$ cat src/rtl/pc_unit.sv
// pc_unit: fetch program counter with redirect, trap vector and return-address stack
module pc_unit #(
  parameter int unsigned XLEN = 64,
  parameter int unsigned INSTR_BYTES = 4,
  parameter logic [XLEN-1:0] RESET_VEC = '0,
  parameter logic [XLEN-1:0] TRAP_VEC = 'h100,
  parameter int unsigned RAS_DEPTH = 4,
  localparam int unsigned PW = $clog2(RAS_DEPTH),
  localparam int unsigned CW = PW + 1
) (
  input  logic            clk,
  input  logic            reset,
  input  logic            stall,
  input  logic            fetch_ready,
  input  logic            redirect_valid,
  input  logic [XLEN-1:0] redirect_target,
  input  logic            call,
  input  logic            ret,
  input  logic            trap,
  output logic [XLEN-1:0] pc_out,
  output logic            pc_valid,
  output logic            misalign,
  output logic            ret_miss,
  output logic [CW-1:0]   ras_count,
  output logic            ras_overflow
);
  localparam logic [XLEN-1:0] LOW = XLEN'(INSTR_BYTES - 1);
  logic [XLEN-1:0] ras [RAS_DEPTH];
  logic [PW-1:0]   ptr;
  logic [XLEN-1:0] seq, top, pc_next;
  logic            fire, do_push, do_pop, empty, full, pop_hit;
  // next-PC selection in priority order: trap, redirect, return, sequential, hold
  always_comb begin
    seq = pc_out + XLEN'(INSTR_BYTES);
    top = ras[ptr - PW'(1)];
    fire = pc_valid & fetch_ready & ~stall;
    empty = ras_count == '0;
    full = ras_count == CW'(RAS_DEPTH);
    do_push = ~trap & redirect_valid & call;
    do_pop = ~trap & ~redirect_valid & ret & fire;
    pop_hit = do_pop & ~empty;
    pc_next = trap ? TRAP_VEC
            : redirect_valid ? (redirect_target & ~LOW)
            : pop_hit ? top
            : (do_pop | fire) ? seq
            : pc_out;
  end
  // PC, status pulses and stack bookkeeping; ptr marks the next free slot so a full push overwrites the oldest entry
  always_ff @(posedge clk) begin
    if (reset) begin
      pc_out <= RESET_VEC;
      pc_valid <= 1'b0;
      misalign <= 1'b0;
      ret_miss <= 1'b0;
      ras_count <= '0;
      ras_overflow <= 1'b0;
      ptr <= '0;
    end else begin
      pc_out <= pc_next;
      pc_valid <= 1'b1;
      misalign <= ~trap & redirect_valid & |(redirect_target & LOW);
      ret_miss <= do_pop & empty;
      ras_count <= trap ? '0
                 : do_push ? (full ? ras_count : ras_count + CW'(1))
                 : pop_hit ? ras_count - CW'(1)
                 : ras_count;
      ras_overflow <= ras_overflow | (do_push & full);
      ptr <= do_push ? ptr + PW'(1) : pop_hit ? ptr - PW'(1) : ptr;
    end
  end
  // return-address storage needs no reset; entries are only read while counted valid
  always_ff @(posedge clk) begin
    if (!reset && do_push) ras[ptr] <= seq;
  end
endmodule

$ cat config.mk
export PLATFORM = sky130hd
export DESIGN_NAME = pc_unit
export DESIGN_NICKNAME = d
export VERILOG_FILES = /design/src/rtl/pc_unit.sv
export SDC_FILE = /design/constraint.sdc
export NUM_CORES = 1
export LEC_CHECK = 0
export ABC_AREA = 1
export ABC_CLOCK_PERIOD_IN_PS = 9100
export CORE_MARGIN = 2
export CORE_UTILIZATION = 60
export DETAILED_ROUTE_END_ITERATION = 6
export GPL_ROUTABILITY_DRIVEN = 1
export GPL_TIMING_DRIVEN = 0
export PLACE_DENSITY_LB_ADDON = 0.12
export SYNTH_ARGS = -nofsm -noshare
export SYNTH_HDL_FRONTEND = slang
export SYNTH_SLANG_ARGS = --single-unit
$ cat constraint.sdc
create_clock -name clk -period 9.1 [get_ports clk]
set_clock_uncertainty 0.2 [all_clocks]
set_input_delay 1.82 -clock clk [delete_from_list [all_inputs] [get_ports clk]]
set_output_delay 1.82 -clock clk [all_outputs]
set_load 0.03 [all_outputs]
==> metrics.yaml, run 1 <==
clock_tree:
  cts-root-buf: "clkbuf_16"
  numCtsBuffers: 37
  clk_pin_slew_ps: 60
  ctsHoldBuffers: 0
  clock_latency_ps: 520
  cts_tree: "built"
  post_cts_buffers: 0
  h-tree-depth: 2
  cts_sinks: 329
  clk_path_buf_depth: 3
  ctsResizeCount: 0
worst_setup_path:
  crit_type: "input port to flip-flop"
  reg2reg_depth: 14
  arrival_ps: 4880
  critPathLaunchType: "input port"
  cp-end-kind: "flip-flop"
  path_max_fanout: 25
  cp.required_ps: 9110
yosys:
  synthArstFlopShare_pct: 0
  yosysMostFrequentCell: "nand2_1"
  avgSynthCellArea_sq_um: 8.88
  syn_inst: 1767
  synthTopCellsByCount: "nand2_1, nor2_1, edfxtp_1"
  ys_ff_latch: 329
  synth.distinct_cells: 41
  synth_edf_count: 256
  synth_top_area_share_pct: 49.0
  yosysTopAreaCell: "edfxtp_1"
  syn-cell-area_sq_um: 15700
  ys_top_cells_by_area: "edfxtp_1, dfxtp_1, nand2_1"
  syn_nets: 1845
  yosysSeqAreaShare_pct: 58.3
  synth_ff_type: "edfxtp_1"
  synth-warning-count: 0
die:
  core-area_sq_um: 25800
  die_x_um: 166
  rows: 59
  dieArea_sq_um: 27400
  io_pins: 143
  die_y_um: 166
  initial_core_util_pct: 60.7
timing:
  tns_ps: 0
  worst_slew_margin_rel_pct: 36.1
  fin_crit_sh_pct: 53.4
  finalSetupViolations: 0
  min_period_ps: 4860
  tightest_slew_ps: 957
  slew_viol_final: 0
  rsz0062_at_grt: "false"
  fmax_ghz: 0.206
  hold_viol_final: 0
  holdWs_ps: 295
global_routing:
  grt_pass1_wl_um: 79000
  grt_max_degree: 26
  grt-ovfl-total: 0
  grt_pass1_vias: 13559
  grt_use_total_pct: 37.9
  antenna_found_initial: 1
power_and_ir_drop:
  combPwrFrac_pct: 9.0
  seq_power_share_pct: 47.7
  peakVddDrop_uv: 195
  power.density_nw_per_um2: 184
  p_switching_mw: 0.832
  p_clk_share_pct: 43.2
  p_sw_share_pct: 23.8
  p_leak_nw: 7.26
  p_int_mw: 2.66
drt:
  drc: 1
  dr.pass1.iters: 7
  wl_per_cell_um: 22.8
  drt-initial-drc-count: 1885
  postRouteAntennaNets: 0
  totalWireLength_um: 53000
  vias: 14274
  vias_per_cell: 6.16
finish:
  final_nets: 2034
  utilization_pct: 73.3
  area_delta_synth_final_pct: 20.8
  drive_gt1_share_pct: 6.81
hold_path:
  worstHoldPathType: "flip-flop to flip-flop"
  hold_path_depth: 2
status:
  status: "finished with violations"
  violations: "DRC"
job:
  cap_violations: 0
placement:
  place_hpwl_um: 37200
  io_buffers: 142
  gpl.final_weighted_congestion: 1.03
[sequential cells by signal (all words and copies together) (netlist names), named ones only]
signal,count
misalign,1
pc_out,62
pc_valid,1
ptr,2
ras,256
ras_count,3
ras_overflow,1
ret_miss,1
[area by class of cell]
cell class	count	area, sq um
clock inverters	22	259
repair buffers	150	1600
clock buffers	43	948
fillers	1968	6890
flip-flops and latches	329	9150
diodes	2	5.00
inverters	113	424
plain buffers	91	394
well taps	335	419
multi-input cells	1234	5750
[per-stage QoR]
stage | std cells | power, mW | worst slack (ps) | area (sq um)
finish | 2319 | 3.49 | 4240 | 18900
floorplan | 1767 | 1.86 | 3310 | 15700
global placement | 2244 | 1.99 | 79.7 | 17500
global route | 2317 | 3.56 | 4140 | 18900
CTS | 2317 | 3.47 | 4330 | 18900
detailed placement | 2252 | 2.00 | 3850 | 17700
[power by group through the flow]
stage,combinational (mW),clock (mW),sequential [mW]
2_1_floorplan,0.146,0,1.71
3_3_place_gp,0.297,0,1.70
3_5_place_dp,0.306,0,1.70
4_1_cts,0.309,1.50,1.66
5_1_grt,0.339,1.56,1.67
6_report,0.316,1.51,1.67
[routing by layer]
metal / vias to the layer above / track usage (%) / wire [um]
met3: 190 / 8.24 / 6780
met1: 6646 / 50.3 / 19500
met4: 0 / 16.2 / 2440
li1: 6363 / - / -
met2: 1075 / 60.7 / 24300
met5: - / 0 / 0
[final timing paths]
path                   to      startpoint  slack (ps)
min          ras_overflow    ras_overflow         300
min reg2reg  ras_overflow    ras_overflow         300
max            ras[2][45]  redirect_valid        4240
max reg2reg    pc_out[58]          ptr[0]        5170
[logic make-up after synthesis]
group | after synthesis | share of synthesized area, %
flip-flops | 329 | 58.3
adder cells (fa/ha/maj) | 6 | 0.527
AND/OR/NAND/NOR | 833 | 21.6
XOR/XNOR | 28 | 1.76
buffers and inverters | 204 | 5.22
AO/OA/AOI/OAI | 367 | 12.6
[worst max-delay path: stages]
cell and delay (ps):
clkdlybuf4s50_1 510, buf_2 390, nand3_1 320, inv_1 230, nand2_1 260, nor2_4 800, buf_12 310, buf_16 190
[cells in the final DEF, fill, tap and decap left out, types with 6 or more instances in the layout]
cell,count
o22ai_1,15
xor2_1,15
inv_1,111
xnor2_1,9
edfxtp_1,256
nand4_1,11
a31oi_1,51
o21ai_1,6
nand3_1,58
nor2_1,359
a21oi_1,54
nand2_1,374
o211ai_1,6
dfxtp_1,73
clkinv_2,8
clkdlybuf4s50_1,142
bufinv_16,6
clkbuf_1,55
clkbuf_16,37
clkinv_1,7
nor2_2,6
nor2_4,9
o21ai_0,224
buf_2,35
nand2_4,6
Power figures use the tool's default switching activity.
==> run 2: changes to the inputs <==
Settings changed: ABC_CLOCK_PERIOD_IN_PS 9100 to 4400, CORE_UTILIZATION 60 to 52.
Clock period 9.1 ns to 4.4 ns, I/O delays scaled along.
==> run 2 against run 1 <==
  * Core utilization is 9.6 points lower
  * The flow now finishes without violations
  * Sequential share of layout area is 0.14 points higher
  * Non-clock buffer count stayed put
  * Critical path type is now flip-flop to flip-flop
  * Cell count is 2.3% higher
==> metrics.yaml, run 2 (synthesis gave the netlist of run 1 again) <==
finish:
  multi_input_area_sq_um: 5750
  ff_latch_area_sq_um: 9150
  final_nets: 2034
  largest_register: "ras"
  n_antenna_cell: 0
  fin_cells: 2372
  area_delta_synth_final_pct: 20.5
  fillers: 2547
  largest_reg_flops: 256
  largestRegisters: "ras: 256 flops, pc_out: 62 flops, ras_count: 3 flops"
  mostFrequentLayoutCell: "nand2_1"
  layout_common_cells: "nand2_1, nor2_1, edfxtp_1"
  drive_gt1_share_pct: 6.36
worst_setup_path:
  critPathLaunchType: "flip-flop"
  r2r-start: "ptr[0]"
  cp_slowest_cell: "clkbuf_1"
  cp-end-kind: "flip-flop"
  cp_common_cell: "buf_2"
  crit_chain: "inv_2 > buf_2 > buf_2 > buf_2 > ha_1 > buf_2 > inv_1 > buf_2 > clkbuf_1 > nor2_1 > o21ai_0 > a31oi_1 > nand2_1 > a21oi_1"
  crit_type: "flip-flop to flip-flop"
  arrival_ps: 4160
  cpPeakStageDelay_ps: 590
  cp.required_ps: 4600
  critPathLaunch: "ptr[0]"
  path_max_fanout: 11
clock_tree:
  post_cts_buffers: 0
  cts_sinks: 329
  clk_pin_slew_ps: 60
  cts-root-buf: "clkbuf_16"
  h-tree-depth: 2
  clk_path_buf_depth: 3
  ctsHoldBuffers: 0
  cts_tree: "built"
  clock_latency_ps: 520
  numCtsBuffers: 37
  ctsResizeCount: 0
hold_path:
  min_from: "ras_overflow"
  worstHoldPathType: "flip-flop to flip-flop"
global_routing:
  grt_pass1_wl_um: 78900
  grt_max_degree: 28
  grt_pass1_vias: 12981
  grt-ovfl-total: 0
  antenna_found_initial: 2
  grt_use_total_pct: 34.5
die:
  die_x_um: 178
  core-area_sq_um: 29600
  die_y_um: 178
  io_pins: 143
  rows: 63
  initial_core_util_pct: 52.9
  dieArea_sq_um: 31600
power_and_ir_drop:
  power.density_nw_per_um2: 371
  peakVddDrop_uv: 298
  p_leak_nw: 7.19
timing:
  tightest_slew_ps: 942
  slew_viol_final: 0
  finalSetupViolations: 0
  fin_crit_sh_pct: 89.9
  rsz0062_at_grt: "false"
  fmax_ghz: 0.253
  min_period_ps: 3950
  tns_ps: 0
  worst_slew_margin_rel_pct: 37.2
  hold_viol_final: 0
drt:
  drc: 0
  vias_per_cell: 5.86
  wl_per_cell_um: 23.0
  dr.pass1.iters: 5
  vias: 13908
  totalWireLength_um: 54500
  postRouteAntennaNets: 0
  drt-initial-drc-count: 1605
placement:
  place_hpwl_um: 38200
  gpl.final_weighted_congestion: 0.942
  io_buffers: 142
  place_inst: 2307
status:
  status: "complete, no violations"
job:
  cap_violations: 0
[run 2: cell types whose count changed in the layout (fill, tap and decap cells not counted), moves of 2 or more]
| cell | change |
|---|---|
| buf_12 | +3 |
| bufinv_16 | -4 |
| clkbuf_1 | +10 |
| clkinv_2 | -6 |
| diode_2 | -2 |
| clkbuf_8 | +2 |
| buf_16 | -3 |
[run 2: worst max-delay path, delay by kind of cell (launching register included)]
kind                     cells  cell delay [ps]
AND/OR/NAND/NOR              2              210
flip-flops                   1              460
buffers and inverters        8             2410
adder cells (fa/ha/maj)      1              270
AO/OA/AOI/OAI                3              290
[run 2: power breakdown]
group,switching [mW],internal [mW],leakage [nW]
clock network,1.20,1.71,0.537
registers,0.0653,3.38,2.90
logic,0.429,0.225,3.75
total,1.69,5.31,7.19
[run 2: layout make-up]
class | instances | area share, %
Sequential cell | 329 | 48.4
Multi-Input combinational cell | 1234 | 30.4
Timing Repair Buffer | 150 | 8.37
Clock buffer | 55 | 5.36
Tap cell | 390 | 2.58
Inverter | 113 | 2.25
Buffer | 91 | 2.09
Clock inverter | 10 | 0.517
[run 2: metal layers]
layer	part of all wire (%)	vias up	global-route usage, %
met2	45	874	54.4
met3	11	149	7.16
met1	39	6538	45.8
met4	4.5	0	16.1
met5	0	-	0
li1	-	6347	-
[run 2: per-stage QoR]
stage	hold slack (ps)	util [%]	cell area (sq um)	setup WS, ps	total power, mW
global placement	252	59.4	17600	-3830	4.13
CTS	279	63.7	18900	565	7.00
detailed placement	263	60.0	17800	387	4.15
finish	277	63.7	18900	445	7.00
global route	330	63.7	18900	286	7.19
floorplan	284	-	15700	-450	3.84
[run 2: worst paths after layout]
path	end	slack (ps)	cells after the start
hold reg to reg	ras_overflow	280	2
setup / recovery	pc_out[55]	450	14
setup reg to reg	pc_out[55]	450	14
hold / removal	ras_overflow	280	2
==> run 3: changes to the inputs <==
Settings changed: SETUP_SLACK_MARGIN set to 0.5.
==> run 3 against run 2 <==
  * The run now ends with DRC left
  * Core utilization barely moved
  * Sequential cell count did not move
  * Global-route usage did not move
  * Worst setup slack improved by 130 ps
  * Critical endpoint is now pc_out[6]
  * Routed wire length fell by 0.15%
  * Cell count did not move
  * Worst hold slack improved by 0.62 ps
  * Combinational power barely moved
  * Design area barely moved
  * Maximum frequency rose by 3.3%
  * First-iteration DRC count rose by 1.8%
  * Count of clock-buffer cells in the layout did not move
==> metrics.yaml, run 3 (synthesis gave the netlist of run 1 again) <==
status:
  status: "finished with violations"
  violations: "DRC"
clock_tree:
  cts_tree: "built"
  h-tree-depth: 2
  numCtsBuffers: 37
  clock_latency_ps: 520
  clk_path_buf_depth: 3
  cts_sinks: 329
  ctsHoldBuffers: 0
  clk_pin_slew_ps: 60
  cts-root-buf: "clkbuf_16"
power_and_ir_drop:
  p_sw_share_pct: 24.2
  seq_power_share_pct: 49.2
  power.density_nw_per_um2: 371
  p_int_mw: 5.31
  peakVddDrop_uv: 300
  total_power_mw: 7.01
  p_switching_mw: 1.70
  combPwrFrac_pct: 9.3
  p_clk_share_pct: 41.5
  p_leak_nw: 7.20
finish:
  final_nets: 2034
  mostFrequentLayoutCell: "nand2_1"
  fin_cells: 2372
  drive_gt1_share_pct: 6.46
  utilization_pct: 63.8
  area_delta_synth_final_pct: 20.5
  layout_common_cells: "nand2_1, nor2_1, edfxtp_1"
  largestRegisters: "ras: 256 flops, pc_out: 62 flops, ras_count: 3 flops"
  largest_reg_flops: 256
  n_antenna_cell: 0
  largest_register: "ras"
  postLayoutCellArea_sq_um: 18900
worst_setup_path:
  r2r-end: "pc_out[6]"
  cp-end-kind: "flip-flop"
  reg2reg_depth: 13
  path_max_fanout: 11
  r2r-start: "ptr[0]"
  cp.required_ps: 4590
  reg2reg_slack_ps: 570
  critPathLaunchType: "flip-flop"
  arrival_ps: 4010
  crit_type: "flip-flop to flip-flop"
timing:
  finalSetupViolations: 0
  tightest_slew_ps: 989
  rsz0062_at_grt: "true"
  hold_viol_final: 0
  slew_viol_final: 0
  setup_ws_ps: 573
  holdWs_ps: 278
  worst_slew_margin_rel_pct: 34.1
  tns_ps: 0
  fmax_ghz: 0.261
  fin_crit_sh_pct: 87.0
  min_period_ps: 3830
placement:
  io_buffers: 142
  place_inst: 2307
  place_hpwl_um: 38200
  pre_cts_slack_ps: 387
  gpl.final_weighted_congestion: 0.942
  placed_area_sq_um: 17800
global_routing:
  grt_pass1_wl_um: 78900
  antenna_found_initial: 2
  grt-ovfl-total: 0
  grt_use_total_pct: 34.5
  grt_pass1_vias: 12981
  grt_max_degree: 28
die:
  rows: 63
  die_y_um: 178
  die_x_um: 178
  core-area_sq_um: 29600
  dieArea_sq_um: 31600
  io_pins: 143
  initial_core_util_pct: 52.9
drt:
  vias_per_cell: 5.86
  drc: 1
  drt-initial-drc-count: 1634
  totalWireLength_um: 54400
  wl_per_cell_um: 23.0
  postRouteAntennaNets: 0
  vias: 13893
  dr.pass1.iters: 7
hold_path:
  hold_path_depth: 2
  worstHoldPathType: "flip-flop to flip-flop"
  whs_endpoint: "ras_overflow"
  min_from: "ras_overflow"
job:
  cap_violations: 0
-- run 3: final cells by class --
cell class | count | area [sq um]
fillers | 2546 | 10700
flip-flops and latches | 329 | 9150
multi-input cells | 1234 | 5750
repair buffers | 150 | 1580
clock buffers | 55 | 1010
well taps | 390 | 488
inverters | 113 | 424
plain buffers | 91 | 399
clock inverters | 10 | 97.6
-- run 3: how the worst max path moves through the flow --
stage	startpoint	slack (ps)	to
3_5_place_dp	redirect_valid	390	ras[3][33]
5_1_grt	ptr[0]	490	pc_out[60]
6_report	ptr[0]	570	pc_out[6]
2_1_floorplan	redirect_valid	-450	ras[0][0]
3_3_place_gp	redirect_valid	-3830	ras[0][33]
4_1_cts	ptr[0]	570	pc_out[55]
-- run 3: power groups by stage --
stage	Sequential, mW	Combinational [mW]	Clock [mW]
finish	3.45	0.653	2.91
global route	3.45	0.705	3.04
CTS	3.44	0.642	2.91
detailed placement	3.51	0.638	0
global placement	3.51	0.623	0
floorplan	3.54	0.302	0
-- run 3: critical path, stage by stage (launching register included) --
cell and delay (ps):
dfxtp_1 610, inv_2 70, buf_2 250, buf_2 240
buf_2 220, ha_1 300, buf_2 350, inv_1 200
clkbuf_4 280, buf_2 240, o21ai_0 100, o22ai_1 110
a221oi_1 430, nor2_1 70
-- run 3: timing repair --
item / in CTS / in global routing
buffers inserted: 0 / 0
setup endpoints to repair: 0 / 14
gates resized for setup: 0 / 5
-- run 3: per-layer routing --
metal | global-route usage [%] | vias to the layer above | wire, um
li1 | - | 6344 | -
met1 | 45.8 | 6529 | 21300
met2 | 54.4 | 866 | 24700
met3 | 7.16 | 154 | 5940
met4 | 16.1 | 0 | 2530
met5 | 0 | - | 0
